[src/rtl/uart_pkg.sv]
// Shared defaults and drain FSM encoding for the UART transmit buffer.
package uart_pkg;
  localparam int WIDTH_DEF = 8;
  localparam int DEPTH_DEF = 16;
  localparam int AW_DEF    = $clog2(DEPTH_DEF);

  typedef enum logic {
    IDLE      = 1'b0,
    WAIT_BUSY = 1'b1
  } tx_state_e;
endpackage

[src/rtl/sync_fifo_core.sv]
// Single-clock FIFO: register array, wrapping pointers, separate fill counter,
// full/empty decode and a sticky overflow flag for dropped pushes.
module sync_fifo_core
  import uart_pkg::*;
#(
  parameter int WIDTH = WIDTH_DEF,
  parameter int DEPTH = DEPTH_DEF,
  parameter int AW    = AW_DEF
) (
  input  logic             clk,
  input  logic             reset,
  input  logic             wr_en,
  input  logic [WIDTH-1:0] wr_data,
  input  logic             rd_en,
  input  logic             clr_ovf,
  output logic [WIDTH-1:0] rd_data,
  output logic [AW:0]      count,
  output logic             empty,
  output logic             full,
  output logic             ovf
);
  logic [WIDTH-1:0] r_mem [DEPTH];
  logic [AW-1:0]    r_wr_ptr;
  logic [AW-1:0]    r_rd_ptr;
  logic [AW:0]      r_count;
  logic             r_ovf;
  logic             w_push;
  logic             w_pop;

  // Full check uses the pre-edge count, so a push at full is dropped even
  // when a pop happens in the same cycle.
  assign w_push  = wr_en & ~full;
  assign w_pop   = rd_en & ~empty;
  assign empty   = (r_count == '0);
  assign full    = (r_count == (AW+1)'(DEPTH));
  assign count   = r_count;
  assign ovf     = r_ovf;
  assign rd_data = r_mem[r_rd_ptr];

  // Storage write; contents need no reset since count gates every read.
  always_ff @(posedge clk) begin
    if (w_push) r_mem[r_wr_ptr] <= wr_data;
  end

  // Pointers wrap modulo DEPTH; count tracks occupancy independently.
  always_ff @(posedge clk or posedge reset) begin
    if (reset) begin
      r_wr_ptr <= '0;
      r_rd_ptr <= '0;
      r_count  <= '0;
    end else begin
      if (w_push) r_wr_ptr <= r_wr_ptr + 1'b1;
      if (w_pop)  r_rd_ptr <= r_rd_ptr + 1'b1;
      case ({w_push, w_pop})
        2'b10:   r_count <= r_count + 1'b1;
        2'b01:   r_count <= r_count - 1'b1;
        default: r_count <= r_count;
      endcase
    end
  end

  // Sticky overflow: a dropped push beats a simultaneous clear.
  always_ff @(posedge clk or posedge reset) begin
    if (reset)               r_ovf <= 1'b0;
    else if (wr_en && full)  r_ovf <= 1'b1;
    else if (clr_ovf)        r_ovf <= 1'b0;
  end
endmodule

[src/rtl/uart_tx_fifo.sv]
// Transmit buffer in front of the UART engine: processor pushes bytes into a
// FIFO, a two-state drain FSM hands them over with a load/txrdy handshake.
module uart_tx_fifo
  import uart_pkg::*;
#(
  parameter int WIDTH = WIDTH_DEF,
  parameter int DEPTH = DEPTH_DEF,
  parameter int AW    = AW_DEF
) (
  input  logic             clk,
  input  logic             reset,
  input  logic             wr_en,
  input  logic [WIDTH-1:0] wr_data,
  input  logic             clr_ovf,
  input  logic             txrdy,
  output logic             load,
  output logic [WIDTH-1:0] tx_data,
  output logic [AW:0]      count,
  output logic             empty,
  output logic             full,
  output logic             ovf,
  output logic             tbe
);
  tx_state_e        r_state;
  tx_state_e        w_state_nxt;
  logic             w_pop;
  logic [WIDTH-1:0] w_rd_data;
  logic             r_load;
  logic [WIDTH-1:0] r_tx_data;

  sync_fifo_core #(
    .WIDTH (WIDTH),
    .DEPTH (DEPTH),
    .AW    (AW)
  ) u_core (
    .clk     (clk),
    .reset   (reset),
    .wr_en   (wr_en),
    .wr_data (wr_data),
    .rd_en   (w_pop),
    .clr_ovf (clr_ovf),
    .rd_data (w_rd_data),
    .count   (count),
    .empty   (empty),
    .full    (full),
    .ovf     (ovf)
  );

  // Drain state register.
  always_ff @(posedge clk or posedge reset) begin
    if (reset) r_state <= IDLE;
    else       r_state <= w_state_nxt;
  end

  // Next state and pop decision. empty is registered, so a byte pushed into
  // an empty FIFO pops one cycle later (no write-to-read bypass). WAIT_BUSY
  // holds off a second load until the engine has visibly dropped txrdy.
  always_comb begin
    w_state_nxt = r_state;
    w_pop       = 1'b0;
    case (r_state)
      IDLE: begin
        if (!empty && txrdy) begin
          w_pop       = 1'b1;
          w_state_nxt = WAIT_BUSY;
        end
      end
      WAIT_BUSY: begin
        if (!txrdy) w_state_nxt = IDLE;
      end
      default: w_state_nxt = IDLE;
    endcase
  end

  // Registered load pulse and byte; tx_data holds until the next pop.
  always_ff @(posedge clk or posedge reset) begin
    if (reset) begin
      r_load    <= 1'b0;
      r_tx_data <= '0;
    end else begin
      r_load <= w_pop;
      if (w_pop) r_tx_data <= w_rd_data;
    end
  end

  assign load    = r_load;
  assign tx_data = r_tx_data;
  assign tbe     = empty & txrdy & (r_state == IDLE);
endmodule
[config.mk]
export PLATFORM = sky130hd
export DESIGN_NAME = uart_tx_fifo
export DESIGN_NICKNAME = d
export VERILOG_FILES = /design/src/rtl/uart_pkg.sv /design/src/rtl/sync_fifo_core.sv /design/src/rtl/uart_tx_fifo.sv
export SDC_FILE = /design/constraint.sdc
export NUM_CORES = 1
export LEC_CHECK = 0
export BUFFER_PORTS_ARGS = -buffer_cell sky130_fd_sc_hd__buf_2
export CORE_MARGIN = 10
export CORE_UTILIZATION = 60
export CTS_CLUSTER_DIAMETER = 200
export DETAILED_ROUTE_END_ITERATION = 10
export GPL_TIMING_DRIVEN = 0
export PLACE_DENSITY = 0.75
export SYNTH_ARGS = -nofsm -noshare
export SYNTH_HDL_FRONTEND = slang
export SYNTH_SLANG_ARGS = --single-unit
[constraint.sdc]
create_clock -name clk -period 3.7 [get_ports clk]
set_clock_uncertainty 0.05 [all_clocks]
set_input_delay 1.11 -clock clk [delete_from_list [all_inputs] [get_ports clk]]
set_output_delay 1.11 -clock clk [all_outputs]
set_load 0.01 [all_outputs]
==> impl_metrics.toml, run 1 <==
[synth]
ys_seq_area_frac = 0.721
yosys.area.top_type_share = 0.623
yosysWarnings = 0
synthMostInstantiatedCell = "edfxtp_1"
synthTopCellsByArea = "edfxtp_1 62%, dfrtp_1 9.7%, mux4_2 7.7%, mux4_1 4.7%, mux2i_1 2.3%"
syn_inst = 322
ys.flop_type = "edfxtp_1"
synthTopCellsByCount = "128 x edfxtp_1, 24 x dfrtp_1, 21 x mux4_2, 18 x nand2_1, 15 x nor2_1"
ys_seq_elements = 152
syn_area_per_cell_sq_um = 19.2
synth_cell_types = 32
async_flop_share = 0.158
synth-edff-count = 128
yosys.area.top_type = "edfxtp_1"
syn-num-nets = 345
syn_area_sq_mm = 0.00617

[global_routing]
grt_antenna_before_repair = 0
grt_pass1_wl_um = 18400
grt_pass1_vias = 3212
grt_start_max_net_pins = 25
track_usage = 0.170
grt-ovfl-total = 0

[timing]
worst_pin_slew_ns = 0.943
fin_crit_ns = 3.17
setup_viol = 0
tns_ns = 0
layout_setup_ws_ns = 0.528
grt_setup_unrepaired = "no"
relSlewSlack = 0.371
fmax_ghz = 0.315
period_share = 0.857
slew_violations = 0
hold_viol = 0

[detailed_routing]
drt-initial-drc-count = 215
dr.pass1.iters = 5
wl_um = 11600
post-route-drc-count = 0
vias = 3056
viasPerCell = 5.92
ant_nets = 0
wl_per_cell_um = 22.4

[power]
power_switching_mw = 1.64
leakage_nw = 2.55
cellPowerDensity_mw_per_mm2 = 771
p_sw_frac = 0.303
power.internal_mw = 3.78
combinationalPowerShare = 0.301
clockPowerShare = 0.284
peakVddDrop_mv = 0.381
seq_power_share = 0.415

[clock_tree]
root_buffer = "clkbuf_8"
cts-buffers-inserted = 17
hold_buffers = 0
clock_sinks = 152
cts_tree = "built"
clk_latency_ns = 0.52
cts_setup_buffers = 0
clock_path_buffers = 2
clk_pin_slew_ns = 0.06
postCtsResizedCells = 0
htreeDepth = 4

[outcome]
run_status = "finished, final reports clean"

[die]
die_w_um = 121
dieHeight_um = 121
ios = 31
start_util = 0.622
die_area_sq_mm = 0.0147
core_region_area_sq_mm = 0.00991
rows = 36

[worst_setup_path]
critPathArrivalTime_ns = 2.01
worstPathRequired_ns = 2.54
setup.worst_path.start_class = "flop"
worstPathMaxFanout = 6
critPathCaptureType = "primary output"
critPathKind = "flop to primary output"

[layout]
fillers = 645
drive_above_1_share = 0.261
diodes = 0
nets = 394
multi_input_area_sq_mm = 0.00159
syn_to_final_growth_pct = 14.0
seqCellArea_sq_mm = 0.00444

[placement]
dp_hpwl_um = 7530
gp_congestion = 0.741
io_buffer_count = 30
place_ws_ns = 0.327

[worst_hold_path]
hp-class = "flop to flop"

[job]
cap_violations = 0
-- registers in the layout (all words and copies together) (netlist names) --
| signal | cells |
|---|---|
| u_core.r_rd_ptr | 4 |
| r_state | 1 |
| tx_data | 8 |
| u_core.ovf | 1 |
| u_core.r_wr_ptr | 4 |
| load | 1 |
| u_core.count | 5 |
| u_core.r_mem | 128 |
-- cell type report --
type / count / share of cell area
plain buffers: 16 / 0.0167
clock buffers: 20 / 0.0605
clock inverters: 11 / 0.0142
inverters: 9 / 0.00481
multi-input cells: 145 / 0.226
flip-flops and latches: 152 / 0.632
well taps: 133 / 0.0237
repair buffers: 30 / 0.0214
-- path summary, 6_finish.rpt --
path	from	end	slack, ns	depth (start not counted)
max in group asynchronous	reset	u_core.r_wr_ptr[1]	2.28	2
max reg2reg	u_core.count[0]	u_core.count[4]	0.71	9
min reg2reg	tx_data[5]	tx_data[5]	0.44	2
max	u_core.count[0]	tbe	0.53	4
min	tx_data[5]	tx_data[5]	0.44	2
min in group asynchronous	reset	load	0.74	2
-- routing by layer --
metal	track usage	vias up	routed length [um]
met1	0.215	1563	4770
met4	0.0648	0	146
met3	0.0530	14	856
met2	0.270	110	5790
met5	0	-	0
li1	-	1369	-
-- cell usage in the layout, fill, tap and decap left out, drive strengths merged --
cell type and n:
a211o 3, a21boi 1, a21o 3, a21oi 5, a22o 4, buf 43, bufinv 1, clkbuf 23
clkinv 3, clkinvlp 4, dfrtp 24, edfxtp 128, fa 1, ha 9, inv 12, mux2 6
mux2i 14, mux4 32, nand2 18, nand2b 3, nand4 2, nor2 15, nor2b 4, nor3 4
nor4 1, o21a 1, o21ai 8, or4 1, xnor2 9, xor2 1
-- per-stage QoR --
step	utilization	power (mW)	hold WS [ns]	cell area, sq um	cells
after floorplan	-	3.44	0.405	6170	322
after global placement	0.654	3.86	0.406	6480	485
after detailed placement	0.655	3.92	0.428	6490	485
after CTS	0.708	5.46	0.443	7020	516
after global routing	0.709	5.70	0.466	7030	516
final	0.709	5.42	0.438	7030	516
-- cells by family after synthesis --
kind of cell / Yosys count / synth area share
XOR/XNOR: 10 / 0.0142
flip-flops: 152 / 0.721
adder cells (fa/ha/maj): 10 / 0.0215
buffers and inverters: 25 / 0.0245
AND/OR/NAND/NOR: 48 / 0.0347
AO/OA/AOI/OAI: 25 / 0.0272
multiplexers: 52 / 0.157
-- power by group through the flow --
stage / Sequential [mW] / Clock (mW) / Combinational [mW]
after detailed placement: 2.29 / 0 / 1.63
after global placement: 2.27 / 0 / 1.59
after global routing: 2.28 / 1.64 / 1.79
after floorplan: 2.29 / 0 / 1.15
after CTS: 2.25 / 1.55 / 1.65
final: 2.25 / 1.54 / 1.63
-- worst max-delay path, stage by stage (launching register included) --
cell and delay [ns]:
dfrtp_1 0.45, nor4_1 0.60, nand2_1 0.19, nor2_1 0.12
buf_2 0.13
(Power assumes the default switching activity.)
==> run 2, diff against run 1 <==
PLACE_DENSITY = 0.77   (was 0.75)
==> run 2 against run 1 <==
Net effect:
- critical path depth did not move
- final cell count grew 0.58%
- largest cell class unchanged
- clock power rose by 12%
- critical endpoint unchanged
- global-route usage grew 0.26 points
==> impl_metrics.toml, run 2 (synthesized netlist as in run 1, its figures left out) <==
[outcome]
run_status = "finished, final reports clean"

[detailed_routing]
dr_wl_met3_um = 898
wl_per_cell_um = 23.0
wl_um = 12000
post-route-drc-count = 0
drt-initial-drc-count = 224
ant_nets = 0
wl_met2_um = 6010
highest_layer = "met4"
wl_met1_um = 4880
dr.pass1.iters = 6
viasPerCell = 5.95
vias = 3090

[worst_setup_path]
setup.worst_path.start_class = "flop"
slowest_delay_ns = 0.57
cp.depth = 4
critPathCaptureType = "primary output"
endpoint = "tbe"
critPathBufInv = 1
worstPathMaxFanout = 6
critPathKind = "flop to primary output"
r2r_end = "u_core.count[4]"
crit_start = "u_core.count[0]"
cp_top_family = "simple AND/OR/NAND/NOR gates"
slowest_stage = "nor4_1"
reg2reg_slack_ns = 0.77
r2r-start = "u_core.count[0]"
worstPathRequired_ns = 2.54
critPathArrivalTime_ns = 1.99
worstPathCellList = "nor4_1 -> nand2_1 -> nor2_1 -> buf_2"
reg2reg_depth = 9

[clock_tree]
cts-buffers-inserted = 17
clk_pin_slew_ns = 0.06
cts_setup_buffers = 0
root_buffer = "clkbuf_8"
cts_tree = "built"
postCtsResizedCells = 0
htreeDepth = 4
hold_buffers = 0
clock_path_buffers = 2
clk_latency_ns = 0.53
clock_sinks = 152

[timing]
grt_setup_unrepaired = "no"
slew_violations = 0
relSlewSlack = 0.119
setup_viol = 0
worst_pin_slew_ns = 1.31
fmax_ghz = 0.318
layout_setup_ws_ns = 0.551
period_share = 0.851
hold_viol = 0
tns_ns = 0
fin_crit_ns = 3.15

[power]
cellPowerDensity_mw_per_mm2 = 793
peakVddDrop_mv = 0.389
leakage_nw = 2.60

[global_routing]
grt_antenna_before_repair = 0
grt_pass1_vias = 3216
grt-ovfl-total = 0
track_usage = 0.173
grt_start_max_net_pins = 25
grt_pass1_wl_um = 18600

[job]
cap_violations = 0

[layout]
drive_above_1_share = 0.259
final_common_cell = "edfxtp_1"
regMostFlops = "u_core.r_mem"
syn_to_final_growth_pct = 14.9
final_cell_mix = "128 x edfxtp_1, 35 x buf_2, 24 x dfrtp_1, 21 x mux4_2, 18 x nand2_1"
diodes = 0
fin_util = 0.715
largest_reg_flops = 128
nets = 396

[worst_hold_path]
holdPathStages = 2
hp-class = "flop to flop"

[die]
rows = 36
die_w_um = 121
die_area_sq_mm = 0.0147
start_util = 0.622
dieHeight_um = 121
core_region_area_sq_mm = 0.00991
ios = 31

[placement]
io_buffer_count = 30
place_ws_ns = 0.367
gp_congestion = 0.724
dp_hpwl_um = 7740
[run 2: worst min path at each step]
stage | startpoint | to | slack, ns
2_1_floorplan | r_state | r_state | 0.41
3_3_place_gp | tx_data[1] | tx_data[1] | 0.41
3_5_place_dp | tx_data[5] | tx_data[5] | 0.42
4_1_cts | tx_data[5] | tx_data[5] | 0.44
5_1_grt | tx_data[5] | tx_data[5] | 0.48
6_report | tx_data[5] | tx_data[5] | 0.43
[run 2: layer usage]
metal  track usage  vias up
met3        0.0517       18
li1              -     1373
met2         0.276      129
met5             0        -
met1         0.221     1570
met4        0.0589        0
[run 2: through the flow]
stage / hold WS, ns / power (mW) / instance area (sq um) / cells
after floorplan: 0.405 / 3.44 / 6170 / 322
after global placement: 0.406 / 3.86 / 6480 / 485
after detailed placement: 0.422 / 3.92 / 6490 / 487
after CTS: 0.436 / 5.65 / 7080 / 519
after global routing: 0.478 / 5.87 / 7080 / 519
final: 0.426 / 5.62 / 7080 / 519
[run 2: cell type report]
class                           instances  area (sq um)
Buffer                                 16           118
Clock buffer                           18           418
Clock inverter                         14           173
Fill cell                             616          2830
Inverter                                9          33.8
Multi-Input combinational cell        145          1570
Sequential cell                       152          4440
Tap cell                              133           166
Timing Repair Buffer                   32           160
[run 2: power by group]
| part | total, mW | switching [mW] | internal (mW) |
|---|---|---|---|
| clock network | 1.72 | 0.689 | 1.03 |
| logic | 1.64 | 0.870 | 0.768 |
| registers | 2.25 | 0.128 | 2.13 |
| total | 5.62 | 1.69 | 3.93 |
[run 2: worst reg2reg max path, stage by stage, from the launching register on]
cell,delay [ns]
dfrtp_1,0.46
nor4_1,0.57
a21o_1,0.21
inv_1,0.10
ha_1,0.31
fa_1,0.44
a21o_1,0.18
a21oi_1,0.18
mux2i_1,0.24
xnor2_1,0.13
